--- config.mk ---
export PLATFORM = sky130hd
export DESIGN_NAME = ocs_slot_sequencer_flat
export DESIGN_NICKNAME = d
export VERILOG_FILES = /design/src/rtl/ocs_slot_sequencer_if.sv /design/src/rtl/ocs_slot_sequencer.sv /design/src/flat_wrapper.sv
export SDC_FILE = /design/constraint.sdc
export NUM_CORES = 1
export LEC_CHECK = 0
export BUFFER_PORTS_ARGS = -buffer_cell sky130_fd_sc_hd__buf_2
export CAP_MARGIN = 20
export CORE_MARGIN = 2
export CORE_UTILIZATION = 60
export DETAILED_ROUTE_END_ITERATION = 16
export PLACE_DENSITY = 0.8
export SYNTH_ARGS = -nofsm -noshare
export SYNTH_HDL_FRONTEND = slang
export SYNTH_SLANG_ARGS = --single-unit
--- constraint.sdc ---
create_clock -name i_clk -period 4.5 [get_ports i_clk]
set_input_delay 0.225 -clock i_clk [delete_from_list [all_inputs] [get_ports i_clk]]
set_output_delay 0.225 -clock i_clk [all_outputs]
set_load 0.01 [all_outputs]
--- src/rtl/ocs_slot_sequencer_if.sv ---
`default_nettype none
// ============================================================================
// ocs_slot_sequencer_if : per-channel time-sync request bundle (valid/ready)
// Rev 1.0
// ============================================================================
interface ocs_slot_sequencer_if #(
  parameter int P_CHANNEL_NUM = 8,
  parameter int P_SLOT_W      = 1
);
  logic [P_CHANNEL_NUM-1:0] sync_valid;
  logic [P_CHANNEL_NUM-1:0] sync_ready;
  logic [P_SLOT_W-1:0]      sync_slot_id;

  modport master (output sync_valid, output sync_slot_id, input sync_ready);
  modport slave  (input sync_valid, input sync_slot_id, output sync_ready);
endinterface
`default_nettype wire

--- src/rtl/ocs_slot_sequencer.sv ---
`default_nettype none
// ============================================================================
// ocs_slot_sequencer : link-gated OCS slot/config phase sequencer with sync
// Rev 1.0
// ============================================================================
module ocs_slot_sequencer #(
  parameter int          P_CHANNEL_NUM  = 8,
  parameter int          P_SLOT_NUM     = 2,
  parameter int          P_SLOT_W       = $clog2(P_SLOT_NUM),
  parameter logic [31:0] P_SLOT_LEN     = 32'h0000_0708,
  parameter logic [31:0] P_CONFIG_DELAY = 32'h0000_007D,
  parameter logic [15:0] P_LINK_STABLE  = 16'd256
) (
  input  wire logic                     i_clk,
  input  wire logic                     i_rst_n,
  input  wire logic                     i_enable,
  input  wire logic [P_CHANNEL_NUM-1:0] i_chan_mask,
  input  wire logic [P_CHANNEL_NUM-1:0] i_link_up,
  input  wire logic                     i_cfg_update,
  input  wire logic [31:0]              i_slot_len,
  input  wire logic [31:0]              i_cfg_delay,
  output logic      [P_SLOT_W-1:0]      o_slot_id,
  output logic                          o_cfg_active,
  output logic                          o_running,
  output logic                          o_sim_start,
  output logic                          o_slot_start,
  output logic                          o_sync_overrun,
  output logic                          o_link_err,
  ocs_slot_sequencer_if.master          sync
);

  typedef enum logic [2:0] {
    ST_IDLE      = 3'd0,
    ST_WAIT_LINK = 3'd1,
    ST_START     = 3'd2,
    ST_SLOT      = 3'd3,
    ST_CONFIG    = 3'd4
  } state_t;

  state_t                   r_state;
  logic [P_CHANNEL_NUM-1:0] r_mask;
  logic [P_CHANNEL_NUM-1:0] r_sync_valid;
  logic [P_SLOT_W-1:0]      r_slot_id;
  logic [P_SLOT_W-1:0]      r_sync_slot_id;
  logic [15:0]              r_stable;
  logic [31:0]              r_cnt;
  logic [31:0]              r_slot_len;
  logic [31:0]              r_cfg_delay;
  logic [31:0]              r_shd_slot_len;
  logic [31:0]              r_shd_cfg_delay;
  logic                     r_cfg_active;
  logic                     r_running;
  logic                     r_sim_start;
  logic                     r_slot_start;
  logic                     r_sync_overrun;
  logic                     r_link_err;

  logic                     w_link_ok;
  logic                     w_slot_last;
  logic                     w_cfg_last;
  logic [P_CHANNEL_NUM-1:0] w_sync_pending;
  logic [P_SLOT_W-1:0]      w_slot_id_next;

  assign w_link_ok      = ((i_link_up & r_mask) == r_mask);
  assign w_slot_last    = (r_cnt == r_slot_len - 32'd1);
  assign w_cfg_last     = (r_cnt == r_cfg_delay - 32'd1);
  // Bits still outstanding after this cycle's transfers.
  assign w_sync_pending = r_sync_valid & ~sync.sync_ready;
  assign w_slot_id_next = (r_slot_id == P_SLOT_W'(P_SLOT_NUM - 1)) ? '0
                                                                   : r_slot_id + P_SLOT_W'(1);

  always_ff @(posedge i_clk or negedge i_rst_n) begin
    if (!i_rst_n) begin
      r_state         <= ST_IDLE;
      r_mask          <= '0;
      r_sync_valid    <= '0;
      r_slot_id       <= '0;
      r_sync_slot_id  <= '0;
      r_stable        <= '0;
      r_cnt           <= '0;
      r_slot_len      <= P_SLOT_LEN;
      r_cfg_delay     <= P_CONFIG_DELAY;
      r_shd_slot_len  <= P_SLOT_LEN;
      r_shd_cfg_delay <= P_CONFIG_DELAY;
      r_cfg_active    <= 1'b0;
      r_running       <= 1'b0;
      r_sim_start     <= 1'b0;
      r_slot_start    <= 1'b0;
      r_sync_overrun  <= 1'b0;
      r_link_err      <= 1'b0;
    end else begin
      r_sim_start    <= 1'b0;
      r_slot_start   <= 1'b0;
      r_sync_overrun <= 1'b0;
      r_link_err     <= 1'b0;
      r_sync_valid   <= w_sync_pending;

      if (i_cfg_update) begin
        if (i_slot_len >= 32'd2) r_shd_slot_len <= i_slot_len;
        if (i_cfg_delay != 32'd0) r_shd_cfg_delay <= i_cfg_delay;
      end

      if (!i_enable) begin
        r_state        <= ST_IDLE;
        r_stable       <= '0;
        r_cnt          <= '0;
        r_slot_id      <= '0;
        r_sync_slot_id <= '0;
        r_sync_valid   <= '0;
        r_cfg_active   <= 1'b0;
        r_running      <= 1'b0;
      end else begin
        case (r_state)
          ST_IDLE: begin
            r_mask   <= i_chan_mask;
            r_stable <= '0;
            r_state  <= ST_WAIT_LINK;
          end
          ST_WAIT_LINK: begin
            r_mask <= i_chan_mask;
            // An empty mask is never treated as "all links up".
            if (w_link_ok && (|r_mask)) begin
              if (r_stable == P_LINK_STABLE - 16'd1) begin
                r_stable <= '0;
                r_state  <= ST_START;
              end else begin
                r_stable <= r_stable + 16'd1;
              end
            end else begin
              r_stable <= '0;
            end
          end
          ST_START: begin
            r_state        <= ST_SLOT;
            r_cnt          <= '0;
            r_slot_id      <= '0;
            r_running      <= 1'b1;
            r_sim_start    <= 1'b1;
            r_slot_start   <= 1'b1;
            r_sync_valid   <= r_mask;
            r_sync_slot_id <= '0;
          end
          ST_SLOT, ST_CONFIG: begin
            if (!w_link_ok) begin
              r_link_err     <= 1'b1;
              r_state        <= ST_WAIT_LINK;
              r_cnt          <= '0;
              r_stable       <= '0;
              r_slot_id      <= '0;
              r_sync_slot_id <= '0;
              r_sync_valid   <= '0;
              r_cfg_active   <= 1'b0;
              r_running      <= 1'b0;
            end else if (r_state == ST_SLOT) begin
              if (w_slot_last) begin
                // Slot id advances on CONFIG entry so the OCS switches during CONFIG.
                r_state      <= ST_CONFIG;
                r_cnt        <= '0;
                r_slot_id    <= w_slot_id_next;
                r_cfg_active <= 1'b1;
                r_slot_len   <= r_shd_slot_len;
                r_cfg_delay  <= r_shd_cfg_delay;
              end else begin
                r_cnt <= r_cnt + 32'd1;
              end
            end else begin
              if (w_cfg_last) begin
                r_state        <= ST_SLOT;
                r_cnt          <= '0;
                r_cfg_active   <= 1'b0;
                r_slot_start   <= 1'b1;
                r_sync_valid   <= r_mask;
                r_sync_slot_id <= r_slot_id;
                r_sync_overrun <= |w_sync_pending;
              end else begin
                r_cnt <= r_cnt + 32'd1;
              end
            end
          end
          default: r_state <= ST_IDLE;
        endcase
      end
    end
  end

  assign o_slot_id         = r_slot_id;
  assign o_cfg_active      = r_cfg_active;
  assign o_running         = r_running;
  assign o_sim_start       = r_sim_start;
  assign o_slot_start      = r_slot_start;
  assign o_sync_overrun    = r_sync_overrun;
  assign o_link_err        = r_link_err;
  assign sync.sync_valid   = r_sync_valid;
  assign sync.sync_slot_id = r_sync_slot_id;

endmodule
`default_nettype wire

--- src/flat_wrapper.sv ---
// flat-port wrapper written by rule: the top's interface ports become plain ports
module ocs_slot_sequencer_flat 
#(
  parameter int          P_CHANNEL_NUM  = 8,
  parameter int          P_SLOT_NUM     = 2,
  parameter int          P_SLOT_W       = $clog2(P_SLOT_NUM),
  parameter logic [31:0] P_SLOT_LEN     = 32'h0000_0708,
  parameter logic [31:0] P_CONFIG_DELAY = 32'h0000_007D,
  parameter logic [15:0] P_LINK_STABLE  = 16'd256
)
  (i_clk, i_rst_n, i_enable, i_chan_mask, i_link_up, i_cfg_update, i_slot_len, i_cfg_delay, o_slot_id, o_cfg_active, o_running, o_sim_start, o_slot_start, o_sync_overrun, o_link_err, sync_sync_valid, sync_sync_slot_id, sync_sync_ready);
  ocs_slot_sequencer_if #(.P_CHANNEL_NUM(P_CHANNEL_NUM), .P_SLOT_W(P_SLOT_W)) sync_i ();
  input  wire logic i_clk;
  input  wire logic i_rst_n;
  input  wire logic i_enable;
  input  wire logic [P_CHANNEL_NUM-1:0] i_chan_mask;
  input  wire logic [P_CHANNEL_NUM-1:0] i_link_up;
  input  wire logic i_cfg_update;
  input  wire logic [31:0] i_slot_len;
  input  wire logic [31:0] i_cfg_delay;
  output logic      [P_SLOT_W-1:0] o_slot_id;
  output logic o_cfg_active;
  output logic o_running;
  output logic o_sim_start;
  output logic o_slot_start;
  output logic o_sync_overrun;
  output logic o_link_err;
  output wire logic [$bits(sync_i.sync_valid)-1:0] sync_sync_valid;
  output wire logic [$bits(sync_i.sync_slot_id)-1:0] sync_sync_slot_id;
  input wire logic [$bits(sync_i.sync_ready)-1:0] sync_sync_ready;
  assign sync_sync_valid = sync_i.sync_valid;
  assign sync_sync_slot_id = sync_i.sync_slot_id;
  assign sync_i.sync_ready = sync_sync_ready;
  ocs_slot_sequencer #(.P_CHANNEL_NUM(P_CHANNEL_NUM), .P_SLOT_NUM(P_SLOT_NUM), .P_SLOT_W(P_SLOT_W), .P_SLOT_LEN(P_SLOT_LEN), .P_CONFIG_DELAY(P_CONFIG_DELAY), .P_LINK_STABLE(P_LINK_STABLE)) u_core (.i_clk(i_clk), .i_rst_n(i_rst_n), .i_enable(i_enable), .i_chan_mask(i_chan_mask), .i_link_up(i_link_up), .i_cfg_update(i_cfg_update), .i_slot_len(i_slot_len), .i_cfg_delay(i_cfg_delay), .o_slot_id(o_slot_id), .o_cfg_active(o_cfg_active), .o_running(o_running), .o_sim_start(o_sim_start), .o_slot_start(o_slot_start), .o_sync_overrun(o_sync_overrun), .o_link_err(o_link_err), .sync(sync_i));
endmodule
# Yosys cells after proc, flatten, opt, wreduce, memory -nomap -nowiden
# Cells that the tools add are included.
# op_classes
n_addsub	5
n_lt_le_gt_ge	1
eq_ne	22
mux	59
n_bitwise	3
reduce_logical	17
# op_table
operator	n
32-bit two-way mux	5
32-bit == test	2
16-bit two-way mux	4
32-bit case mux with 2 select lines	1
32-bit by 1-bit subtractor with 32-bit output (second input constant)	2
16-bit case mux with 3 select lines	1
32-bit by 1-bit adder with 32-bit output (second input constant)	1
32-bit by 2-bit >= comparator with 1-bit output (second input constant)	1
8-bit two-way mux	4
32-bit nonzero test	1
1-bit two-way mux	31
4-bit inequality test (second input constant)	6
3-bit two-way mux	7
16-bit by 1-bit adder with 16-bit output (second input constant)	1
8-bit bitwise AND	2
16-bit by 8-bit == test with 1-bit output (second input constant)	1
8-bit case mux with 2 select lines	1
8-bit OR reduction	2
3-bit case mux with 4 select lines	1
5-bit inequality test (second input constant)	2
2-bit AND reduction	5
3-bit AND reduction	3
8-bit == test	1
8-bit inverter	1
other kinds (15)	21
# word_totals
ff_bits	203
inputBits	92
out_inout_bits	16
wordCells	124

# Depth between registers and ports, before layout
# Gate-level depths: netlist of the first run.
# logic_depth
depth_word	8
mapped_depth	13
ltp_nobuf	11

# Least setup slack after synthesis of the first run
# OpenSTA, ideal clock, no wires.
# synth_path
path_kind	reg-to-reg
from	reg u_core.r_cfg_delay[1]
to	reg u_core.r_cnt[7]
setup_time_ns	0.143
arrival_time_ns	3.231
required_ns	4.357
setup_slack_ns	1.126
stages_incl_launch_ff	13
n_path_buf	1
period_less_slack_ns	3.374
cell_sequence	dfrtp_1 inv_1 ha_1 nor3b_1 nand4_1 nor4_1 o22ai_1 or4_1 nor4_4 nor2_2 clkbuf_1 o22ai_1 a31oi_1
# synth_via
elab_chain_len	7
# synth_rtl
item	line	rtl
start: declaration	ocs_slot_sequencer.sv:48	logic [31:0] r_cfg_delay;
start signal: assignment	ocs_slot_sequencer.sv:162	r_cfg_delay <= r_shd_cfg_delay;
32-bit by 1-bit subtractor with 32-bit output	ocs_slot_sequencer.sv:66	assign w_cfg_last = (r_cnt == r_cfg_delay - 32'd1);
32-bit == test	ocs_slot_sequencer.sv:66	
32-bit two-way mux	ocs_slot_sequencer.sv:167	if (w_cfg_last) begin
32-bit two-way mux	ocs_slot_sequencer.sv:154	end else if (r_state == ST_SLOT) begin
32-bit two-way mux	ocs_slot_sequencer.sv:144	if (!w_link_ok) begin
32-bit case mux with 2 select lines	ocs_slot_sequencer.sv:113	case (r_state)
32-bit two-way mux	ocs_slot_sequencer.sv:103	if (!i_enable) begin
end signal: assignment	ocs_slot_sequencer.sv:164	r_cnt <= r_cnt + 32'd1;
end signal: assignment	ocs_slot_sequencer.sv:176	r_cnt <= r_cnt + 32'd1;
end: declaration	ocs_slot_sequencer.sv:46	logic [31:0] r_cnt;
# Every way passes these cells.
# A chain may end at the register's enable or synchronous reset.

# Worst setup path after layout of the first run
# layout_path
from	reg u_core.r_slot_len[11]
to	reg u_core.r_cnt[18]
# layout_via
elab_chain_len	7
# layout_rtl
item	line	rtl
start: declaration	ocs_slot_sequencer.sv:47	logic [31:0] r_slot_len;
start signal: assignment	ocs_slot_sequencer.sv:161	r_slot_len <= r_shd_slot_len;
32-bit by 1-bit subtractor with 32-bit output	ocs_slot_sequencer.sv:65	assign w_slot_last = (r_cnt == r_slot_len - 32'd1);
32-bit == test	ocs_slot_sequencer.sv:65	
32-bit two-way mux	ocs_slot_sequencer.sv:155	if (w_slot_last) begin
32-bit two-way mux	ocs_slot_sequencer.sv:154	
32-bit two-way mux	ocs_slot_sequencer.sv:144	
32-bit case mux with 2 select lines	ocs_slot_sequencer.sv:113	
32-bit two-way mux	ocs_slot_sequencer.sv:103	
# Every way passes these cells.

==> metrics.log, run 1 <==
INFO  metric outcome = completed
INFO  metric gp_congestion = 0.926
INFO  metric drt-vias-per-instance = 6.14
INFO  metric number_of_flops_mapped_to_enable_cells_by_yosys = 0
INFO  metric synth.top_cell.area_share = 39.1%
INFO  metric report.final.slew_viol_count = 0
INFO  metric route.detailed.drc = 0
INFO  metric rsz0062_at_grt = no
INFO  metric utilization = 72.3%
INFO  metric worst_hold_path_type = input pin to flop
INFO  metric boundaryPins = 108
INFO  metric floorplan.rows = 51
INFO  metric grt_antenna_before_repair = 0
INFO  metric yosysMostFrequentCell = sky130_fd_sc_hd__dfrtp_1
INFO  metric crit_path_max_fanout = 21
INFO  metric critPathCaptureType = flop
INFO  metric areaGrowthSynthToFinish = 19.2%
INFO  metric wl_per_cell = 18.7 µm
INFO  metric max-vdd-ir-drop = 289 µV
INFO  metric rr_startpoint = u_core.r_slot_len[11]$_DFFE_PN0P_
INFO  metric syn-num-nets = 1,278
INFO  metric clock.fmax = 251 MHz
INFO  metric fp.dieArea = 0.0207 mm²
INFO  metric post-route-period-util = 88.6%
INFO  metric synthDistinctLibCells = 69
INFO  metric crit_start = u_core.r_slot_len[11]$_DFFE_PN0P_
INFO  metric wl = 30,300 µm
INFO  metric start_util = 60.6%
INFO  metric worstSkewPairLatency = 0.51 ns
INFO  metric synth_top_area_cell = sky130_fd_sc_hd__dfrtp_1
INFO  metric period_minus_slack = 3.99 ns
INFO  metric power.density = 323 mW/mm²
INFO  metric netlist_top_cells_count = 183 x sky130_fd_sc_hd__dfrtp_1, 99 x sky130_fd_sc_hd__nand2_1, 89 x sky130_fd_sc_hd__mux2_2, 77 x sky130_fd_sc_hd__nor2_1, 66 x sky130_fd_sc_hd__o21ai_0
INFO  metric die_w = 144 µm
INFO  metric track_usage = 29.3%
INFO  metric final-setup-viol-count = 0
INFO  metric cp_data_arrival_time = 4.41 ns
INFO  metric clock_sink_count = 203
INFO  metric antenna_cells_inserted = 0
INFO  metric number_of_detailed_route_iterations_in_the_first_pass = 6
INFO  metric ctsHtreeMaxLevel = 1
INFO  metric total_of_flip_flops_plus_latches_after_synthesis = 203
INFO  metric worstSetupStartpointType = flop
INFO  metric final.setup_skew = 0.0173 ns
INFO  metric hold-worst-slack = 0.0138 ns
INFO  metric maxSlewHeadroom = 34.1%
INFO  metric initial_drt_markers = 681
INFO  metric path_clk_slew = 0.06 ns
INFO  metric syn_inst = 1,182
INFO  metric detail-route-antenna-nets = 0
INFO  metric cts_inserted_buffers = 23
INFO  metric ys_dominant_reg_cell = sky130_fd_sc_hd__dfrtp_1
INFO  metric yosys_warnings = 0
INFO  metric root_buf_cell = sky130_fd_sc_hd__clkbuf_16
INFO  metric max_cap_viol_count = 0
INFO  metric hpwl = 20,100 µm
INFO  metric main_area_contributors_after_synthesis = sky130_fd_sc_hd__dfrtp_1 39%, sky130_fd_sc_hd__mux2_2 8.5%, sky130_fd_sc_hd__mux2_4 4.9%
INFO  metric maximum_number_of_pins_on_one_net_before_global_route_repair = 115
INFO  metric first_global_vias = 9,561
INFO  metric die_h = 144 µm
INFO  metric post_synth_instance_area = 0.0117 mm²
INFO  metric ys_async_sr_fraction = 100%
INFO  metric tritoncts = done
INFO  metric min_from = sync_sync_ready[0]
INFO  metric cts.path.max_buffers = 3
INFO  metric finish.net_count = 1,435
INFO  metric report.final.hold_viol_count = 0
INFO  metric seq_area_frac_synth = 43.5%
INFO  metric detailroute.via_count = 9,953
INFO  metric grt_overflow_total = 0
INFO  metric drive_gt1_share = 24.9%
INFO  metric timing_worst_slew_pin_value = 0.988 ns
INFO  metric data_required_time_of_the_critical_path = 4.92 ns
INFO  metric setup_total_negative_slack = 0 ns
INFO  metric total_leakage_power = 6.31 nW
INFO  metric io_buffer_count = 107
INFO  metric syn-mean-instance-area = 9.92 µm²
INFO  metric timing.setup.critical_path_class = flop to flop
INFO  metric grt_first_pass_wirelength = 48,400 µm
INFO  metric floorplan.core_area = 0.0193 mm²
INFO  metric cts.repair_timing.setup_buffer_count = 0
==> cells by family after synthesis <==
logic type                 share of synthesized area [%]
buffers and inverters                               3.53
AOI/OAI and AO/OA                                   11.5
xor gates and xnor gates                            6.05
muxes                                               13.7
adders and majority gates                          0.427
DFF                                                 43.5
and+or+nand+nor                                     21.2
==> state kept, by name (all words and copies together) (netlist names) <==
name	cells
u_core.r_slot_len	32
u_core.o_link_err	1
u_core.r_cnt	32
u_core.sync.sync_valid	8
u_core.o_slot_id	1
u_core.r_state	3
u_core.r_cfg_delay	32
u_core.r_shd_cfg_delay	32
u_core.o_slot_start	1
u_core.r_mask	8
u_core.o_sim_start	1
u_core.sync.sync_slot_id	1
u_core.r_stable	16
u_core.o_sync_overrun	1
u_core.o_cfg_active	1
u_core.r_shd_slot_len	32
u_core.o_running	1
==> final timing paths <==
check                                                               to  slack (ns)  cells past startpoint
worst max-delay path                      u_core.r_cnt[18]$_DFFE_PN0P_        0.51                     10
worst min-delay path               u_core.sync.sync_valid[0]$_DFF_PN0_        0.01                      3
worst max register to register            u_core.r_cnt[18]$_DFFE_PN0P_        0.51                     10
worst min register to register          u_core.r_stable[4]$_DFFE_PN0P_        0.50                      1
max in group asynchronous         u_core.r_shd_slot_len[9]$_DFFE_PN1P_        3.06                      3
min in group asynchronous       u_core.r_shd_cfg_delay[31]$_DFFE_PN0P_        0.42                      2
==> per-layer routing <==
metal / routed length, µm / global-route usage (%) / vias up
met3: 1850 / 4.13 / 73
met5: 0 / 0 / -
met4: 965 / 9.60 / 0
met2: 14600 / 49.8 / 388
li1: - / - / 4668
met1: 12900 / 38.9 / 4824
==> timing repair <==
action                                  in CTS  in global routing
resized for setup                            0                  0
hold endpoints to repair                   169                  0
endpoints found under the setup margin       0                  0
hold buffers                                73                  0
==> area by class of cell <==
cell class,count,area (µm²)
multi-input combinational,882,6230
sequential,203,5100
fill,1340,5360
clock inverter,7,110
timing repair buffer,201,1450
clock buffer,34,647
inverter,28,105
tap,265,332
==> report_power, final <==
part | switching (W) | internal (W) | total [W] | leakage [nW]
combinational | 0.000317 | 0.000240 | 0.000556 | 3.31
clock | 0.000742 | 0.00116 | 0.00190 | 0.372
sequential | 0.0000987 | 0.00195 | 0.00205 | 2.62
==> layout by cell type (no fill, tap or decap), drive strengths merged, types with 35 or more instances in the layout <==
master / count
nand2: 99
dfrtp: 183
nor2: 79
nor3: 41
o21ai: 69
nor4: 56
dlygate4sd3: 73
mux2: 127
clkbuf: 35
buf: 127
nand3: 49
xnor2: 54
==> worst max-delay path, cell delays in order (launching register included) <==
cell	delay [ns]
sky130_fd_sc_hd__dfrtp_1	0.42
sky130_fd_sc_hd__nor4_1	0.57
sky130_fd_sc_hd__nand4_1	0.40
sky130_fd_sc_hd__or3_1	0.49
sky130_fd_sc_hd__nor4b_1	0.17
sky130_fd_sc_hd__nor4_1	0.33
sky130_fd_sc_hd__nor3_1	0.19
sky130_fd_sc_hd__a21oi_2	0.75
sky130_fd_sc_hd__buf_4	0.30
sky130_fd_sc_hd__o21ai_0	0.09
sky130_fd_sc_hd__o211ai_1	0.19
==> metrics by stage <==
stage | cell area [µm²] | power [W] | instances | worst slack (ns)
2_1_floorplan | 11700 | 0.00235 | 1182 | 1.13
3_3_place_gp | 12500 | 0.00255 | 1506 | 0.647
3_5_place_dp | 12500 | 0.00257 | 1506 | 0.581
4_1_cts | 14000 | 0.00451 | 1620 | 0.578
5_1_grt | 14000 | 0.00468 | 1620 | 0.164
6_report | 14000 | 0.00451 | 1620 | 0.514
No activity file was read; power rests on OpenSTA's default activity.
==> inputs of run 2 (changes only) <==
Settings changed: CORE_UTILIZATION 60 to 58, PLACE_DENSITY 0.8 to 0.78.
==> run 2 against run 1 <==
  * Routed wire length is 0.50% higher
  * Count of clock-buffer cells in the layout down 1
  * Clock skew is 0.0052 ns lower
  * Non-clock buffer count is 4 lower
  * Largest power group unchanged
  * Highest routed layer unchanged
==> metrics.log, run 2 (synthesized netlist as in run 1, its figures left out) <==
INFO  metric cp_data_arrival_time = 4.44 ns (was 4.41 ns)
INFO  metric hpwl = 20,100 µm (about the same)
INFO  metric cts.path.max_buffers = 3 (unchanged)
INFO  metric critPathCaptureType = flop (unchanged)
INFO  metric slowest_delay = 0.60 ns (was 0.75 ns)
INFO  metric setup_total_negative_slack = 0 ns (unchanged)
INFO  metric antenna_cells_inserted = 0 (unchanged)
INFO  metric power.net_switching = 0.00116 W (about the same)
INFO  metric detail-route-antenna-nets = 0 (unchanged)
INFO  metric detailroute.via_count = 10,000 (was 9,953)
INFO  metric clk_pwr_share = 43.4% (was 42.3%)
INFO  metric final-setup-viol-count = 0 (unchanged)
INFO  metric die_h = 146 µm (was 144 µm)
INFO  metric final_cell_mix = 183 x sky130_fd_sc_hd__dfrtp_1, 106 x sky130_fd_sc_hd__buf_2, 99 x sky130_fd_sc_hd__nand2_1 (unchanged)
INFO  metric data_required_time_of_the_critical_path = 4.86 ns (was 4.92 ns)
INFO  metric track_usage = 28.4% (was 29.3%)
INFO  metric areaGrowthSynthToFinish = 19.5% (was 19.2%)
INFO  metric worstSkewPairLatency = 0.51 ns (about the same)
INFO  metric maxSlewHeadroom = 31.8% (was 34.1%)
INFO  metric clock_sink_count = 203 (unchanged)
INFO  metric clock.fmax = 245 MHz (was 251 MHz)
INFO  metric wl = 30,400 µm (was 30,300 µm)
INFO  metric floorplan.core_area = 0.0200 mm² (was 0.0193 mm²)
INFO  metric seqPwrFrac = 44.5% (was 45.4%)
INFO  metric route.detailed.drc = 0 (unchanged)
INFO  metric drt-vias-per-instance = 6.18 (was 6.14)
INFO  metric report.final.slew_viol_count = 0 (unchanged)
INFO  metric root_buf_cell = sky130_fd_sc_hd__clkbuf_16 (unchanged)
INFO  metric cts_inserted_buffers = 23 (unchanged)
INFO  metric wl_per_cell = 18.8 µm (was 18.7 µm)
INFO  metric path_clk_slew = 0.06 ns (about the same)
INFO  metric outcome = completed (unchanged)
INFO  metric timing_worst_slew_pin_value = 1.02 ns (was 0.988 ns)
INFO  metric grt_overflow_total = 0 (unchanged)
INFO  metric floorplan.rows = 52 (was 51)
INFO  metric crit_slowest_cell = sky130_fd_sc_hd__nor3b_1 (was sky130_fd_sc_hd__a21oi_2)
INFO  metric cts_hold_repair.buffers = 73 (unchanged)
INFO  metric tritoncts = done (unchanged)
INFO  metric instances_no_fill = 1,621 (was 1,620)
INFO  metric first_global_vias = 9,908 (was 9,561)
INFO  metric critical-path-top-delay-family = simple AND/OR/NAND/NOR gates (unchanged)
INFO  metric io_buffer_count = 107 (unchanged)
INFO  metric max-vdd-ir-drop = 285 µV (was 289 µV)
INFO  metric cellInternalPower = 0.00345 W (was 0.00335 W)
INFO  metric postLayoutSetupSlackWorst = 0.419 ns (was 0.514 ns)
INFO  metric boundaryPins = 108 (unchanged)
INFO  metric path_cells = inv_1 > ha_1 > nor3b_1 > nand4_1 > nor4_1 > o22ai_1 > or4_1 > nor4_4 > nor2_2 > buf_8 > nor2_4 > o221ai_1 (was nor4_1 > nand4_1 > or3_1 > nor4b_1 > nor4_1 > nor3_1 > a21oi_2 > buf_4 > o21ai_0 > o211ai_1)
INFO  metric grt_first_pass_wirelength = 50,300 µm (was 48,400 µm)
INFO  metric worstSetupStartpointType = flop (unchanged)
INFO  metric ctsHtreeMaxLevel = 1 (unchanged)
INFO  metric final.setup_skew = 0.0120 ns (was 0.0173 ns)
INFO  metric grt_antenna_before_repair = 0 (unchanged)
INFO  metric power.density = 329 mW/mm² (was 323 mW/mm²)
INFO  metric share_comb_of_total_power = 12.2% (was 12.3%)
INFO  metric period_minus_slack = 4.08 ns (was 3.99 ns)
INFO  metric die_w = 146 µm (was 144 µm)
INFO  metric gp_congestion = 0.953 (was 0.926)
INFO  metric drive_gt1_share = 24.7% (was 24.9%)
INFO  metric report.final.hold_viol_count = 0 (unchanged)
INFO  metric max_cap_viol_count = 0 (unchanged)
INFO  metric fp.dieArea = 0.0214 mm² (was 0.0207 mm²)
INFO  metric buffers_and_inverters_on_the_worst_path = 2 (was 1)
INFO  metric cts.repair_timing.setup_buffer_count = 0 (unchanged)
INFO  metric number_of_detailed_route_iterations_in_the_first_pass = 5 (was 6)
INFO  metric timing.setup.critical_path_class = flop to flop (unchanged)
INFO  metric placed_cells = 1,506 (unchanged)
INFO  metric start_util = 58.5% (was 60.6%)
INFO  metric post-route-period-util = 90.7% (was 88.6%)
INFO  metric p_sw_share = 25.2% (was 25.7%)
INFO  metric dp_worst_setup_slack = 0.474 ns (was 0.581 ns)
INFO  metric final_common_cell = sky130_fd_sc_hd__dfrtp_1 (unchanged)
INFO  metric worst_hold_path_type = input pin to flop (unchanged)
INFO  metric hold-worst-slack = 0.0127 ns (was 0.0138 ns)
INFO  metric total_leakage_power = 6.32 nW (was 6.31 nW)
INFO  metric maximum_number_of_pins_on_one_net_before_global_route_repair = 127 (was 115)
INFO  metric finish.net_count = 1,431 (was 1,435)
INFO  metric initial_drt_markers = 743 (was 681)
INFO  metric post_cts_resized = 0 (unchanged)
INFO  metric rsz0062_at_grt = no (unchanged)
INFO  metric crit_path_max_fanout = 15 (was 21)
[run 2: cell count changes in the layout (fill, tap and decap cells not counted)]
cell                        change
sky130_fd_sc_hd__buf_8          +1
sky130_fd_sc_hd__clkinv_2       -1
sky130_fd_sc_hd__bufinv_16      +2
sky130_fd_sc_hd__buf_4          -6
sky130_fd_sc_hd__clkbuf_8       -1
sky130_fd_sc_hd__buf_12         +1
[run 2: routing by layer]
layer	wire length, µm	vias up	GRT usage (%)
met2	14600	378	47.5
met4	857	0	8.45
met1	13300	4909	38.9
met3	1730	62	3.84
met5	0	-	0
li1	-	4664	-
[run 2: final timing paths]
check                                                   from                                     end  slack, ns  cells past startpoint
max in group asynchronous                            i_rst_n        u_core.r_slot_len[8]$_DFFE_PN1P_       3.05                      3
min reg2reg                   u_core.r_stable[3]$_DFFE_PN0P_          u_core.r_stable[3]$_DFFE_PN0P_       0.50                      1
max reg2reg                u_core.r_cfg_delay[1]$_DFFE_PN0P_             u_core.r_cnt[6]$_DFFE_PN0P_       0.42                     12
min                                       sync_sync_ready[3]     u_core.sync.sync_valid[3]$_DFF_PN0_       0.01                      3
min in group asynchronous                            i_rst_n  u_core.r_shd_cfg_delay[24]$_DFFE_PN0P_       0.42                      2
max                        u_core.r_cfg_delay[1]$_DFFE_PN0P_             u_core.r_cnt[6]$_DFFE_PN0P_       0.42                     12
[run 2: metrics by stage]
step	power, W	instance area [µm²]	utilization (%)
after floorplan	0.00235	11700	-
after detailed placement	0.00257	12500	62.2
after global routing	0.00479	14000	69.9
final	0.00461	14000	69.9
after global placement	0.00256	12500	62.2
after CTS	0.00461	14000	69.8
[run 2: tightest hold or removal path, stage by stage]
cell and delay, ns:
sky130_fd_sc_hd__buf_2 0.07, sky130_fd_sc_hd__nand2b_1 0.11, sky130_fd_sc_hd__o2bb2ai_1 0.07
[run 2: layout make-up]
type	instances	area [µm²]
clock buffers	33	633
inverters	28	105
well taps	270	338
multi-input cells	882	6230
flip-flops and latches	203	5100
clock inverters	8	165
fillers	1453	6030
repair buffers	197	1440
[run 2: power groups by stage]
stage / registers (W) / clock network [W] / logic, W
after detailed placement: 0.00207 / 0 / 0.000500
after CTS: 0.00204 / 0.00202 / 0.000551
after global placement: 0.00207 / 0 / 0.000486
after floorplan: 0.00204 / 0 / 0.000317
after global routing: 0.00206 / 0.00211 / 0.000619
final: 0.00205 / 0.00200 / 0.000561
